==> src/rtl/spin_sequencer.sv <==
// Game-round sequencer: spins three reels for a tick budget, stops them in turn,
// pulses compute once per round and counts completed rounds (saturating).
// Optional STOP_BTN_EN: player may cut SPIN short once at least one tick is counted.
module spin_sequencer #(
  parameter int SPIN_TICKS    = 8,
  parameter int STAGGER_TICKS = 4,
  parameter int CNT_W         = 8
) (
  input  logic       clk,
  input  logic       reset,
  input  logic       tick,
  input  logic       run_game,
  input  logic       stop_btn,
  output logic       hold,
  output logic       compute,
  output logic [2:0] reel_stop,
  output logic       spinning,
  output logic [7:0] games_played
);

  typedef enum logic [2:0] {
    IDLE, SPIN, STOP1, STOP2, STOP3, SETTLE, WAIT_CLR
  } state_t;

  // Comparing against the last count value lets the terminal tick leave directly
  localparam logic [CNT_W-1:0] SPIN_LAST    = CNT_W'(SPIN_TICKS - 1);
  localparam logic [CNT_W-1:0] STAGGER_LAST = CNT_W'(STAGGER_TICKS - 1);

  state_t           state, state_nx;
  logic [CNT_W-1:0] cnt, cnt_nx;
  logic             hold_nx, compute_nx, spinning_nx;
  logic [2:0]       reel_stop_nx;
  logic [7:0]       games_nx;

`ifndef STOP_BTN_EN
  logic unused_stop_btn;
  assign unused_stop_btn = stop_btn;
`endif

  always_ff @(posedge clk) begin
    if (reset) begin
      state        <= IDLE;
      cnt          <= '0;
      hold         <= 1'b0;
      compute      <= 1'b0;
      reel_stop    <= '0;
      spinning     <= 1'b0;
      games_played <= '0;
    end else begin
      state        <= state_nx;
      cnt          <= cnt_nx;
      hold         <= hold_nx;
      compute      <= compute_nx;
      reel_stop    <= reel_stop_nx;
      spinning     <= spinning_nx;
      games_played <= games_nx;
    end
  end

  always_comb begin
    state_nx     = state;
    cnt_nx       = cnt;
    hold_nx      = hold;
    compute_nx   = 1'b0;
    reel_stop_nx = reel_stop;
    spinning_nx  = spinning;
    games_nx     = games_played;
    case (state)
      IDLE: begin
        if (run_game) begin
          state_nx    = SPIN;
          hold_nx     = 1'b1;
          spinning_nx = 1'b1;
          cnt_nx      = '0;
        end
      end
      SPIN: begin
        if (tick) begin
          if (cnt == SPIN_LAST) begin
            state_nx     = STOP1;
            reel_stop_nx = 3'b001;
            cnt_nx       = '0;
          end else begin
            cnt_nx = cnt + 1'b1;
          end
        end
`ifdef STOP_BTN_EN
        if (stop_btn && cnt != '0) begin
          state_nx     = STOP1;
          reel_stop_nx = 3'b001;
          cnt_nx       = '0;
        end
`endif
      end
      STOP1: begin
        if (tick) begin
          if (cnt == STAGGER_LAST) begin
            state_nx     = STOP2;
            reel_stop_nx = 3'b011;
            cnt_nx       = '0;
          end else begin
            cnt_nx = cnt + 1'b1;
          end
        end
      end
      STOP2: begin
        if (tick) begin
          if (cnt == STAGGER_LAST) begin
            state_nx     = STOP3;
            reel_stop_nx = 3'b111;
            spinning_nx  = 1'b0;
            cnt_nx       = '0;
          end else begin
            cnt_nx = cnt + 1'b1;
          end
        end
      end
      STOP3: state_nx = SETTLE;
      SETTLE: begin
        compute_nx = 1'b1;
        if (games_played != 8'hFF) games_nx = games_played + 8'd1;
        state_nx = WAIT_CLR;
      end
      WAIT_CLR: begin
        if (!run_game) begin
          state_nx     = IDLE;
          hold_nx      = 1'b0;
          reel_stop_nx = '0;
        end
      end
      default: state_nx = IDLE;
    endcase
  end

endmodule

==> config.mk <==
export PLATFORM = sky130hd
export DESIGN_NAME = spin_sequencer
export DESIGN_NICKNAME = d
export VERILOG_FILES = /design/src/rtl/spin_sequencer.sv
export SDC_FILE = /design/constraint.sdc
export NUM_CORES = 1
export LEC_CHECK = 0
export BUFFER_PORTS_ARGS = -buffer_cell sky130_fd_sc_hd__buf_2
export CAP_MARGIN = 20
export CORE_MARGIN = 1.5
export CORE_UTILIZATION = 50
export DETAILED_ROUTE_END_ITERATION = 8
export GPL_TIMING_DRIVEN = 0
export PLACE_DENSITY_LB_ADDON = 0.2
export SLEW_MARGIN = 20
export SYNTH_ARGS = -nofsm -noshare
export SYNTH_HDL_FRONTEND = slang
export SYNTH_SLANG_ARGS = --single-unit
==> constraint.sdc <==
create_clock -name clk -period 2.05 [get_ports clk]
set_input_delay 0.1025 -clock clk [delete_from_list [all_inputs] [get_ports clk]]
set_output_delay 0.1025 -clock clk [all_outputs]
set_load 0.1 [all_outputs]
After elaboration in Yosys (flattened, before gate mapping). Index checks and enable logic that the tools add are counted. Widths: inputs -> output; s select.

Register bits: 25. Bits of input ports: 5. Logic and storage cells: 66.

Muxes and demuxes: 27. Equal/unequal tests: 18. Reductions and logical operators: 12. Add/subtract/negate cells: 2.

Operators with widths (number): $mux 8 (5); $mux 3 (12); $pmux 8 s3 (1); $pmux 3 s7 (1); $add 8x1->8 const B (2); $ne 2x2->1 const B (8); $reduce_and 8->1 (2); $pmux 3 s4 (1); $eq 3x3->1 const B (3); $eq 8x2->1 const B (1); $eq 8x3->1 const B (1); $ne 8x8->1 const B (1); $reduce_and 4->1 (2); $eq 3x2->1 const B (2); $mux 1 (5); $pmux 1 s2 (2); $reduce_bool 2->1 (2); $reduce_bool 4->1 (1); $eq 3x1->1 const B (1); $logic_not 3->1 (1); $reduce_and 3->1 (1); $reduce_bool 3->1 (1); $ne 2x1->1 const B (1); $reduce_and 2->1 (1); $reduce_or 2->1 (1).

Logic depth before layout (Yosys ltp).
Word-level depth: 4. Depth in mapped cells: 6.

Worst setup path before layout. Ideal clock, no wire load.

Path type: flip-flop to flip-flop. From: register games_played[0]. To: register games_played[1]. Period minus slack after synthesis: 2174 ps. Slack: -124 ps. Buffers on the path: 0. Library setup time: 128 ps. Data required time: 1922 ps. Arrival: 2046 ps. Cell stages (with the launch flop): 6. Path through: dfxtp_1 > ha_1 > nand3_1 > o21ai_0 > mux2i_1 > nor2_1.

Cells in the longest elaborated chain, start to end: 2.

RTL lines: from (decl) (line 18) `output logic [7:0] games_played`; from (signal assigned) (line 56) `games_played <= games_nx;`; parallel branches: the longest is 2 deep, another holds $add 8x1->8.

Parallel ways; which one is timed is not known. A chain may end at the register's enable or synchronous reset.

Worst setup path in the final report.
From: register state[1]. To: register cnt[5].

Cells in the longest elaborated chain, start to end: 4.

RTL lines: from (decl) (line 29) `state_t state, state_nx;`; from (signal assigned) (line 50) `state <= state_nx;`; $eq 3x2->1 (line 68) `case (state)`; $reduce_or 2->1 (no line); $ne 2x1->1 (no line) / $reduce_bool 3->1 (equally long branches); $reduce_and 4->1 (no line); to (signal assigned) (line 51) `cnt <= cnt_nx;`; to (decl) (line 30) `logic [CNT_W-1:0] cnt, cnt_nx;`.

Several ways; a longest one is shown, not always the timed one.

==> flow_summary_export.csv <==
group,metric,value,unit
synth,avgSynthCellArea,8.46,um^2
routing,postRouteAntennaNets,0,
min_path,hold_start,"reset",
die,die_h,53.7,um
routing,post-route-drc-count,0,
worst_setup_path,max_stage_delay,0.50,ns
routing,dr.pass1.iters,4,
power,p_total,0.000818,W
timing,finalMaxSlewViolations,0,
timing,period_share,90.2,%
timing,finalSetupTns,0,ns
die,core-area,0.00245,mm^2
cells_and_area,fin_util,58.9,%
placed_design,gp_congestion,0.842,
cts,cts_hold_buf,0,
cts,htreeDepth,1,
worst_setup_path,cp_top_family,"simple AND/OR/NAND/NOR gates",
worst_setup_path,crit_buf_inv,1,
worst_setup_path,rr_endpoint,"cnt[5]",
cells_and_area,drive_above_1_share,15.1,%
worst_setup_path,crit_start,"state[1]",
synth,syn_area,0.00129,mm^2
timing,hold_violations,0,
worst_setup_path,startpoint_type,"register",
cts,clk_pin_slew,0.14,ns
timing,fin_crit,1.85,ns
routing,dr.first_iter.drc_count,14,
routing,wl_per_cell,12.7,um
worst_setup_path,endpoint,"cnt[5]",
job,maxCapViolCount,0,
worst_setup_path,crit_path_max_fanout,10,
placed_design,post-place-cells,198,
timing,fin_skew,0.00940,ns
timing,finalSetupViolCount,0,
global_route,grt_max_degree,14,
cts,clockBufferDepth,2,
cts,numCtsBuffers,3,
worst_setup_path,cp_slowest_cell,"or4_1",
timing,fmaxAchievable,541,MHz
synth,synth_edf_count,0,
worst_setup_path,critPathRequiredTime,2.29,ns
power,ir_drop,0.000421,V
synth,ys_ff_latch,25,
power,leakage,0.562,nW
cells_and_area,most-common-layout-cells,"dfxtp_1, buf_2, nor2_1, a21oi_1, nand2_1",
cells_and_area,stdcell_count,202,
routing,wl_met2,1180,um
global_route,grt_pass1_vias,973,
routing,maxUsedRoutingLayer,"met4",
die,initial_utilization,52.4,%
die,die_w,53.7,um
worst_setup_path,worstPathCellList,"or3b_1 > a21o_1 > buf_6 > or4_1 > a21oi_1",
routing,vias_per_cell,5.69,
synth,ys.flop_type,"dfxtp_1",
placed_design,portBuffers,16,
cells_and_area,nets,180,
cells_and_area,num_antenna_cells,0,
die,ios,19,
routing,totalWireLength,2570,um
placed_design,place_ws,0.100,ns
power,powerDensity,566,mW/mm^2
cts,cts_root_buffer,"clkbuf_4",
worst_setup_path,crit_type,"register to register",
worst_setup_path,reg2reg_from,"state[1]",
synth,syn_nets,159,
die,die_area,0.00289,mm^2
cts,cts_tree,"built",
routing,met1_length,1280,um
cells_and_area,area_growth_syn_to_layout,12.4,%
timing,setup_ws,0.202,ns
routing,route.met3.wl,94,um
worst_setup_path,cp.depth,5,
timing,rsz0062_at_grt,"no",
global_route,antenna_found_initial,0,
timing,worst_pin_slew,0.577,ns
worst_setup_path,r2r_cells,5,
worst_setup_path,reg2reg_slack,0.20,ns
routing,vias,1150,
placed_design,dp_hpwl,1880,um
cts,numClockSinks,25,
timing,max_slew_margin,61.2,%
status,status,"completed",
synth,synth_cells,152,
die,row_count,18,
synth,yosysSeqAreaShare,38.9,%
synth,yosys_warnings,0,
cells_and_area,mostFrequentLayoutCell,"dfxtp_1",
global_route,grt_usage,19.5,%
cts,insertion_delay,0.31,ns
synth,synth-async-reset-ratio,0,%
global_route,grt-ovfl-total,0,
worst_setup_path,end_kind,"register",
synth,netlist-cell-type-count,43,
global_route,grt_pass1_wl,4230,um
worst_setup_path,crit_arrival,2.09,ns
min_path,worst_hold_path_type,"input pin to register",
==> synth_stat cells, types with 4 or more instances <==
cell       n  area [um^2]
clkbuf_1   6         22.5
xor2_1     6         52.6
inv_1      4         15.0
nor2b_1    6         37.5
nand4_1    4         25.0
nor2_1    13         48.8
or4_1      4         30.0
nand2_1    8         30.0
a21oi_1   10         50.1
nand3_1    7         35.0
o211ai_1   4         30.0
o21ai_0    7         35.0
dfxtp_1   25          500
==> how the worst min path moves through the flow <==
| stage | end | depth (start not counted) |
|---|---|---|
| 2_1_floorplan | state[1] | 3 |
| 3_3_place_gp | reel_stop[1] | 2 |
| 3_5_place_dp | reel_stop[1] | 2 |
| 4_1_cts | state[1] | 4 |
| 5_1_grt | state[1] | 4 |
| 6_report | compute | 2 |
==> power by group <==
group          internal (W)  switching (W)  leakage (nW)
registers          0.000494     0.00000723         0.205
logic             0.0000303      0.0000710         0.342
clock network     0.0000757       0.000140        0.0150
total              0.000600       0.000218         0.562
==> what timing repair did <==
item / in CTS / in global routing
setup endpoints to repair: 0 / 7
setup buffers: 0 / 0
gates resized for setup: 0 / 1
==> area by class of cell <==
type,count,area [um^2]
Fill cell,231,1010
Multi-Input combinational cell,115,742
Sequential cell,25,507
Timing Repair Buffer,16,80.1
Buffer,8,37.5
Tap cell,30,37.5
Clock buffer,4,26.3
Inverter,4,15.0
==> cell families after synthesis <==
logic type	after synthesis	share of synthesized area [%]
AOI/OAI and AO/OA	38	19.7
adders and majority gates	2	1.95
and+or+nand+nor	65	28.4
muxes	2	1.56
buffers and inverters	12	4.08
xor gates and xnor gates	8	5.45
DFF	25	38.9
==> flip-flops by register name (all words and copies together) (netlist names) <==
register and flops:
cnt 8, games_played 8, spinning 1, compute 1, hold 1, state 3, reel_stop 3
==> through the flow <==
stage / instance area [um^2] / hold WS, ns
2_1_floorplan: 1290 / 0.333
3_3_place_gp: 1410 / 0.441
3_5_place_dp: 1410 / 0.446
4_1_cts: 1440 / 0.173
5_1_grt: 1450 / 0.204
6_report: 1450 / 0.181
==> layer usage <==
metal  track usage, %  vias to the layer above
met3             2.50                        2
met1             27.5                      538
met2             32.3                       16
met4             2.56                        0
li1                 -                      594
met5                0                        -
Note: power is estimated with default switching activity, not from simulation.
